==> src/rtl/irq_ctrl_pkg.sv <==
// Shared constants and state encoding for the external interrupt controller.
package irq_ctrl_pkg;

    localparam int IRQ_LINES = 64;
    localparam int IRQ_NUM_W = 6;

    localparam logic [1:0] ST_IDLE_ENC = 2'h0;
    localparam logic [1:0] ST_REQ_ENC  = 2'h1;
    localparam logic [1:0] ST_GAP_ENC  = 2'h2;

    typedef enum logic [1:0] {
        IDLE = ST_IDLE_ENC,
        REQ  = ST_REQ_ENC,
        GAP  = ST_GAP_ENC
    } irq_state_e;

endpackage

==> src/rtl/irq_line_sync.sv <==
// One interrupt line: multi-flop synchronizer plus a delay flop for edge detection.
module irq_line_sync #(
    parameter int P_SYNC_STAGES = 2
) (
    input  logic iCLOCK,
    input  logic iRESET,
    input  logic irq,
    output logic sync,
    output logic sync_d
);

    logic [P_SYNC_STAGES-1:0] chain;

    always_ff @(posedge iCLOCK or posedge iRESET) begin
        if (iRESET) begin
            chain  <= '0;
            sync_d <= 1'b0;
        end else begin
            chain  <= {chain[P_SYNC_STAGES-2:0], irq};
            sync_d <= chain[P_SYNC_STAGES-1];
        end
    end

    assign sync = chain[P_SYNC_STAGES-1];

endmodule

==> src/rtl/external_irq_controller.sv <==
// Latches up to 64 device interrupt lines and offers them one at a time,
// lowest index first, to the core interrupt manager.
module external_irq_controller
    import irq_ctrl_pkg::*;
#(
    parameter int P_SYNC_STAGES = 2
) (
    input  logic                 iCLOCK,
    input  logic                 iRESET,
    input  logic [IRQ_LINES-1:0] iIRQ,
    input  logic [IRQ_LINES-1:0] iIRQ_ENABLE,
    input  logic [IRQ_LINES-1:0] iIRQ_EDGE,
    output logic                 oEXT_ACTIVE,
    output logic [IRQ_NUM_W-1:0] oEXT_NUM,
    input  logic                 iEXT_ACK,
    output logic [IRQ_LINES-1:0] oPENDING,
    output logic                 oBUSY
);

    localparam logic [IRQ_LINES-1:0] LINE0_MASK = {{(IRQ_LINES-1){1'b0}}, 1'b1};

    logic [IRQ_LINES-1:0] sync;
    logic [IRQ_LINES-1:0] sync_d;
    logic [IRQ_LINES-1:0] rise;
    logic [IRQ_LINES-1:0] pending;
    logic [IRQ_LINES-1:0] pending_next;
    logic [IRQ_LINES-1:0] in_service;
    logic [IRQ_LINES-1:0] in_service_next;
    logic [IRQ_LINES-1:0] cand;
    logic [IRQ_LINES-1:0] ack_vec;
    logic                 ack_take;

    irq_state_e           state;
    irq_state_e           state_next;
    logic                 active_next;
    logic [IRQ_NUM_W-1:0] num_next;

    function automatic logic [IRQ_NUM_W-1:0] lowest_index(input logic [IRQ_LINES-1:0] vec);
        logic [IRQ_NUM_W-1:0] idx;
        idx = '0;
        for (int i = IRQ_LINES - 1; i >= 0; i--) begin
            if (vec[i]) begin
                idx = IRQ_NUM_W'(i);
            end
        end
        return idx;
    endfunction

    for (genvar g = 0; g < IRQ_LINES; g++) begin : g_line
        irq_line_sync #(
            .P_SYNC_STAGES(P_SYNC_STAGES)
        ) u_sync (
            .iCLOCK (iCLOCK),
            .iRESET (iRESET),
            .irq    (iIRQ[g]),
            .sync   (sync[g]),
            .sync_d (sync_d[g])
        );
    end

    assign rise     = sync & ~sync_d;
    assign ack_take = (state == REQ) && iEXT_ACK;
    assign ack_vec  = ack_take ? (LINE0_MASK << oEXT_NUM) : '0;
    assign cand     = pending & iIRQ_ENABLE;

    // A new edge beats a same-cycle ACK; a level line stays masked
    // from the ACK until its synchronized input is seen low.
    always_comb begin
        in_service_next = ~iIRQ_EDGE & sync & (in_service | ack_vec);
        pending_next    = (iIRQ_EDGE & (rise | (pending & ~ack_vec)))
                        | (~iIRQ_EDGE & sync & ~in_service_next);
    end

    always_ff @(posedge iCLOCK or posedge iRESET) begin
        if (iRESET) begin
            pending    <= '0;
            in_service <= '0;
        end else begin
            pending    <= pending_next;
            in_service <= in_service_next;
        end
    end

    // Once issued, a request is held until ACK even if its line goes away.
    always_comb begin
        state_next  = state;
        active_next = oEXT_ACTIVE;
        num_next    = oEXT_NUM;
        case (state)
            IDLE: begin
                active_next = 1'b0;
                if (cand != '0) begin
                    num_next    = lowest_index(cand);
                    active_next = 1'b1;
                    state_next  = REQ;
                end
            end
            REQ: begin
                if (iEXT_ACK) begin
                    active_next = 1'b0;
                    state_next  = GAP;
                end
            end
            GAP: begin
                active_next = 1'b0;
                state_next  = IDLE;
            end
            default: begin
                active_next = 1'b0;
                state_next  = IDLE;
            end
        endcase
    end

    always_ff @(posedge iCLOCK or posedge iRESET) begin
        if (iRESET) begin
            state       <= IDLE;
            oEXT_ACTIVE <= 1'b0;
            oEXT_NUM    <= '0;
        end else begin
            state       <= state_next;
            oEXT_ACTIVE <= active_next;
            oEXT_NUM    <= num_next;
        end
    end

    assign oPENDING = pending;
    assign oBUSY    = (state != IDLE);

endmodule

==> config.mk <==
export PLATFORM = sky130hd
export DESIGN_NAME = external_irq_controller
export DESIGN_NICKNAME = d
export VERILOG_FILES = /design/src/rtl/irq_ctrl_pkg.sv /design/src/rtl/irq_line_sync.sv /design/src/rtl/external_irq_controller.sv
export SDC_FILE = /design/constraint.sdc
export NUM_CORES = 1
export LEC_CHECK = 0
export CAP_MARGIN = 20
export CORE_MARGIN = 5
export CORE_UTILIZATION = 25
export CTS_CLUSTER_SIZE = 16
export DETAILED_ROUTE_END_ITERATION = 16
export GPL_ROUTABILITY_DRIVEN = 0
export SLEW_MARGIN = 25
export SYNTH_ARGS = -nofsm -noshare
export SYNTH_HDL_FRONTEND = slang
export SYNTH_SLANG_ARGS = --single-unit
==> constraint.sdc <==
create_clock -name iCLOCK -period 11 [get_ports iCLOCK]
set_input_delay 1.65 -clock iCLOCK [delete_from_list [all_inputs] [get_ports iCLOCK]]
set_output_delay 1.65 -clock iCLOCK [all_outputs]
set_load 0.01 [all_outputs]
## After elaboration in Yosys (flattened, before gate mapping)

Index checks and enable logic that the tools add are counted.
Widths: inputs -> output; s select.

| word-level totals | value |
|---|---|
| flip-flop bits (word level) | 329 |
| input port bits | 195 |
| output and inout port bits | 72 |
| word-level logic and storage cells | 228 |

| operators by class | value |
|---|---|
| equal/unequal tests | 3 |
| shift-type cells | 1 |
| muxes and demuxes | 71 |
| bitwise logic cells | 14 |
| reduce and logical (&&, ||, !) cells | 6 |

Operators with widths:

| cell | count |
|---|---|
| $and 64x64->64 | 7 |
| $mux 6 | 64 |
| $not 64->64 | 4 |
| $or 64x64->64 | 3 |
| $mux 64 | 1 |
| $reduce_bool 64->1 | 1 |
| $shl 1x6->64 const A | 1 |
| $mux 2 | 2 |
| $ne 2x2->1 const B | 2 |
| $pmux 2 s2 | 1 |
| $reduce_and 2->1 | 2 |
| $eq 2x1->1 const B | 1 |
| $logic_not 2->1 | 1 |
| $mux 1 | 2 |
| $pmux 1 s2 | 1 |
| $reduce_bool 2->1 | 1 |
| $logic_and 1x1->1 | 1 |

## Longest topological paths before layout

| logic depth | value |
|---|---|
| depth after elaboration | 65 |
| gate-level depth with buffers | 8 |
| mapped depth without buffers | 6 |

## By module

A second synthesis with hierarchy kept.

| second synthesis, totals | value |
|---|---|
| cell total of the unflattened synthesis | 949 |
| area, all modules | 12430.7 µm² |

Modules (own cells, without submodules):

| module | times used | cells each | area each (µm²) | sequential area each (µm²) |
|---|---|---|---|---|
| external_irq_controller | 1 | 693 | 7385.8 | 3428.3 |
| irq_line_sync | 64 | 4 | 78.8 | 75.1 |

## Worst setup path before layout

No wires, ideal clock.

| timing path | value |
|---|---|
| path type | input -> register |
| from | input iIRQ_ENABLE[58] |
| to | register oEXT_NUM[1] |
| setup time | 0.125 ns |
| data arrival time | 2.959 ns |
| required time | 10.875 ns |
| path slack | 7.916 ns |
| stages | 6 |
| buffers on the path | 1 |
| cells stage by stage | a22oi_1 nand4_1 nor4_2 a41o_1 buf_6 mux2_4 |

| on the way | value |
|---|---|
| longest elaborated chain between the ends | 60 |
| elaborated cells between the ends (all ways) | 62 |
| those cells by class | 59 x mux; 1 x bitwise; 2 x reduce/logical |

RTL lines:

| item | RTL line | source |
|---|---|---|
| from (decl) | external_irq_controller.sv:11 | `input logic [IRQ_LINES-1:0] iIRQ_ENABLE,` |
| $and 64x64->64 * | external_irq_controller.sv:64 | `assign cand = pending & iIRQ_ENABLE;` |
| $mux 6 (59 in a row) | external_irq_controller.sv:42 | `if (vec[i]) begin` |
| to (signal assigned) | external_irq_controller.sv:123 | `oEXT_NUM <= num_next;` |
| to (decl) | external_irq_controller.sv:14 | `output logic [IRQ_NUM_W-1:0] oEXT_NUM,` |

Every way passes the cells marked *; elsewhere a longest branch is shown, timed or not.
A chain may end at the register's enable or synchronous reset.

## Final worst setup path

| timing path | value |
|---|---|
| from | input iIRQ_ENABLE[37] |
| to | register oEXT_NUM[1] |

| on the way | value |
|---|---|
| longest elaborated chain between the ends | 39 |
| elaborated cells between the ends (all ways) | 41 |
| those cells by class | 38 x mux; 1 x bitwise; 2 x reduce/logical |

RTL lines:

| item | RTL line |
|---|---|
| $and 64x64->64 * | external_irq_controller.sv:64 |
| $mux 6 (38 in a row) | external_irq_controller.sv:42 |

Marks and branches as above.

==> metrics.txt <==
min cycle time layout between 3000 and 4000 ps; clk sinks around 330; Lkg Pwr 7.71 nW; Synth Flop Type dfrtp_1; WL/cell roughly 21 um; Gate power share 0.154; hold_buf cts 0; starting density of the core 0.251; FF+latch count, synth 329; DRC Markers 0; RSZ-0062 raised after global routing no; CP Launch Type input port; top fanout value on the critical path 9; Reg power frac 0.442; Num CTS Buffers 37; Critical Path AT just over 4000 ps; Yosys cell types 52; Worst-Skew Late Latency 530 ps; f_max 270 MHz; CP required 11420 ps; Clock power frac 0.403; Worst-Margin Slew 909 ps; final clock skew 11.8 ps; initial antenna violation count 5; vias in the first global route 9099; first-pass GRT wire length between 50 and 60 mm; crit path capture type register; relative slew slack 0.393; net switching share of the total power 0.266; initial DRC count 561; io pins 267; fin nets 1382; Max-Cap Viols 0; Antenna Violating Nets Remaining 0; Die Y 231 um; GR Overflow Total 0; yosys warns 0; Die Area ~53000 um2; worst reg2reg startpoint oPENDING[37]$_DFF_PP0_; Die X 231 um; vias per cell 4.68; final core utilization 0.348; Post-Route WL 37.8 mm; Post-CTS Setup Bufs 0; CTS tree built; clock-pin slew on the worst setup and hold paths 60 ps; Power Total 0.00310 W; worst hold path type register to register; number of port buffers 266; Longest Clk Path Bufs 3; Mapped Cells a little under 900; Int Pwr 0.00228 W; sequential area share after synthesis 0.674; Power per Cell Area 183 nW/um2; Min-Delay Endpoint g_line[1].u_sync.chain[1]$_DFF_PP0_; Synth area leader dfrtp_1; Hold Fails Final Rpt 0; Post-Syn Area 12200 um2; sw power 0.000827 W; outcome finished clean; Area growth syn-to-layout 38.5%; Final Max Slew Viols 0; First-pass DRT Iterations 5; setup TNS 0 ps; Resized cells post-CTS 0; peak supply drop 0.0834 mV; share of the synthesized area in the top cell type 0.674; asr flop ratio synth 1.00; hold path startpoint g_line[1].u_sync.chain[0]$_DFF_PP0_; syn avg cell area around 14 um2; Post-Synthesis Net Count 1080; Vias 8583; HPWL Detailed 28.6 mm; H-tree depth 2; commonest non-fill, non-tap cell in the layout dfrtp_1; fin crit share 0.337; hold path depth 0; most frequent cells in the layout dfrtp_1 (329), clkdlybuf4s50_1 (266), nand2_1 (116); Total GRT Usage 0.140; r2r setup slk 8430 ps; largest net degree at the start of global routing 144; Final setup viols 0; share of layout cells above drive strength 1 0.0678; row count 81; final worst-path setup slack between 7000 and 8000 ps; RR Endpoint oEXT_NUM[1]$_DFFE_PP0P_; pre-CTS setup slack 6800 ps; Root Driver clkbuf_16; Setup CP Type input port to register; top post-synthesis cells by area dfrtp_1 (67%), a32o_1 (5.7%), mux2i_1 (5.2%); Worst R2R Path Depth 5; core area between 40000 and 50000 um2; Post-synth EDFFs 0
==> through the flow <==
step	hold WS (ps)	area, um2	std cells
after floorplan	331	12200	885
after global placement	332	15700	1769
after detailed placement	335	15700	1770
after CTS	344	16900	1832
after global routing	350	16900	1835
final	341	16900	1835
==> kinds of logic (layout without fill, tap and decap cells) <==
logic type             after synthesis  in the layout  share of synthesized area
DFF                                329            329                      0.674
and+or+nand+nor                    281            281                      0.131
AOI/OAI and AO/OA                  196            196                      0.134
muxes                               65             65                     0.0538
buffers and inverters               14            339                    0.00686
other                                0              3                          0
==> power by group through the flow <==
stage          clock (W)  combinational [W]  sequential [W]
3_3_place_gp           0           0.000481         0.00139
5_1_grt          0.00135           0.000518         0.00138
3_5_place_dp           0           0.000487         0.00139
6_report         0.00125           0.000480         0.00137
2_1_floorplan          0           0.000199         0.00138
4_1_cts          0.00130           0.000490         0.00137
==> metal layers <==
layer  GRT usage  up-vias  share of wire
li1            -     3920              -
met1       0.189     4341           0.44
met2       0.220      256           0.46
met3      0.0350       62          0.062
met4      0.0518        4          0.030
met5           0        -        0.00056
==> worst max-delay path by stage <==
stage	start	cells past startpoint	endpoint	slack, ps
2_1_floorplan	iRESET	1	g_line[0].u_sync.chain[0]$_DFF_PP0_	240
3_3_place_gp	iEXT_ACK	7	oPENDING[4]$_DFF_PP0_	6860
3_5_place_dp	iIRQ_ENABLE[37]	6	oEXT_NUM[1]$_DFFE_PP0P_	6800
4_1_cts	iIRQ_ENABLE[37]	6	oEXT_NUM[1]$_DFFE_PP0P_	7390
5_1_grt	iIRQ_ENABLE[37]	6	oEXT_NUM[1]$_DFFE_PP0P_	7270
6_report	iIRQ_ENABLE[37]	6	oEXT_NUM[1]$_DFFE_PP0P_	7300
==> state kept, by name, indices dropped and copies added, names as in the netlist <==
signal,count
g_line.u_sync.chain,128
g_line.u_sync.sync_d,64
in_service,64
oPENDING,64
oEXT_NUM,6
state,2
oEXT_ACTIVE,1
==> critical path, stage by stage <==
cell and delay [ps]:
clkdlybuf4s50_1 460, a22oi_1 620, nand4_1 310, nor4_2 330, a41o_1 420, mux2_4 330
==> area by class of cell <==
cell class                      count  area (um2)
Inverter                            3        18.8
Multi-Input combinational cell    542        3910
Tap cell                          622         778
Antenna cell                        3        7.51
Sequential cell                   329        8230
Timing Repair Buffer              274        2740
Clock inverter                     13         174
Fill cell                        4735       31700
Clock buffer                       49        1060
==> synthesized netlist by cell type, types with 8 or more instances <==
library cell,number
and3b_1,63
nand2b_1,39
a32o_1,69
nand3_1,9
o211ai_1,8
a22oi_1,28
a21oi_1,14
nand4_1,8
a21o_1,33
nor2_1,19
mux2i_1,63
nand2_1,116
dfrtp_1,329
No activity file was read; power rests on OpenSTA's default activity.
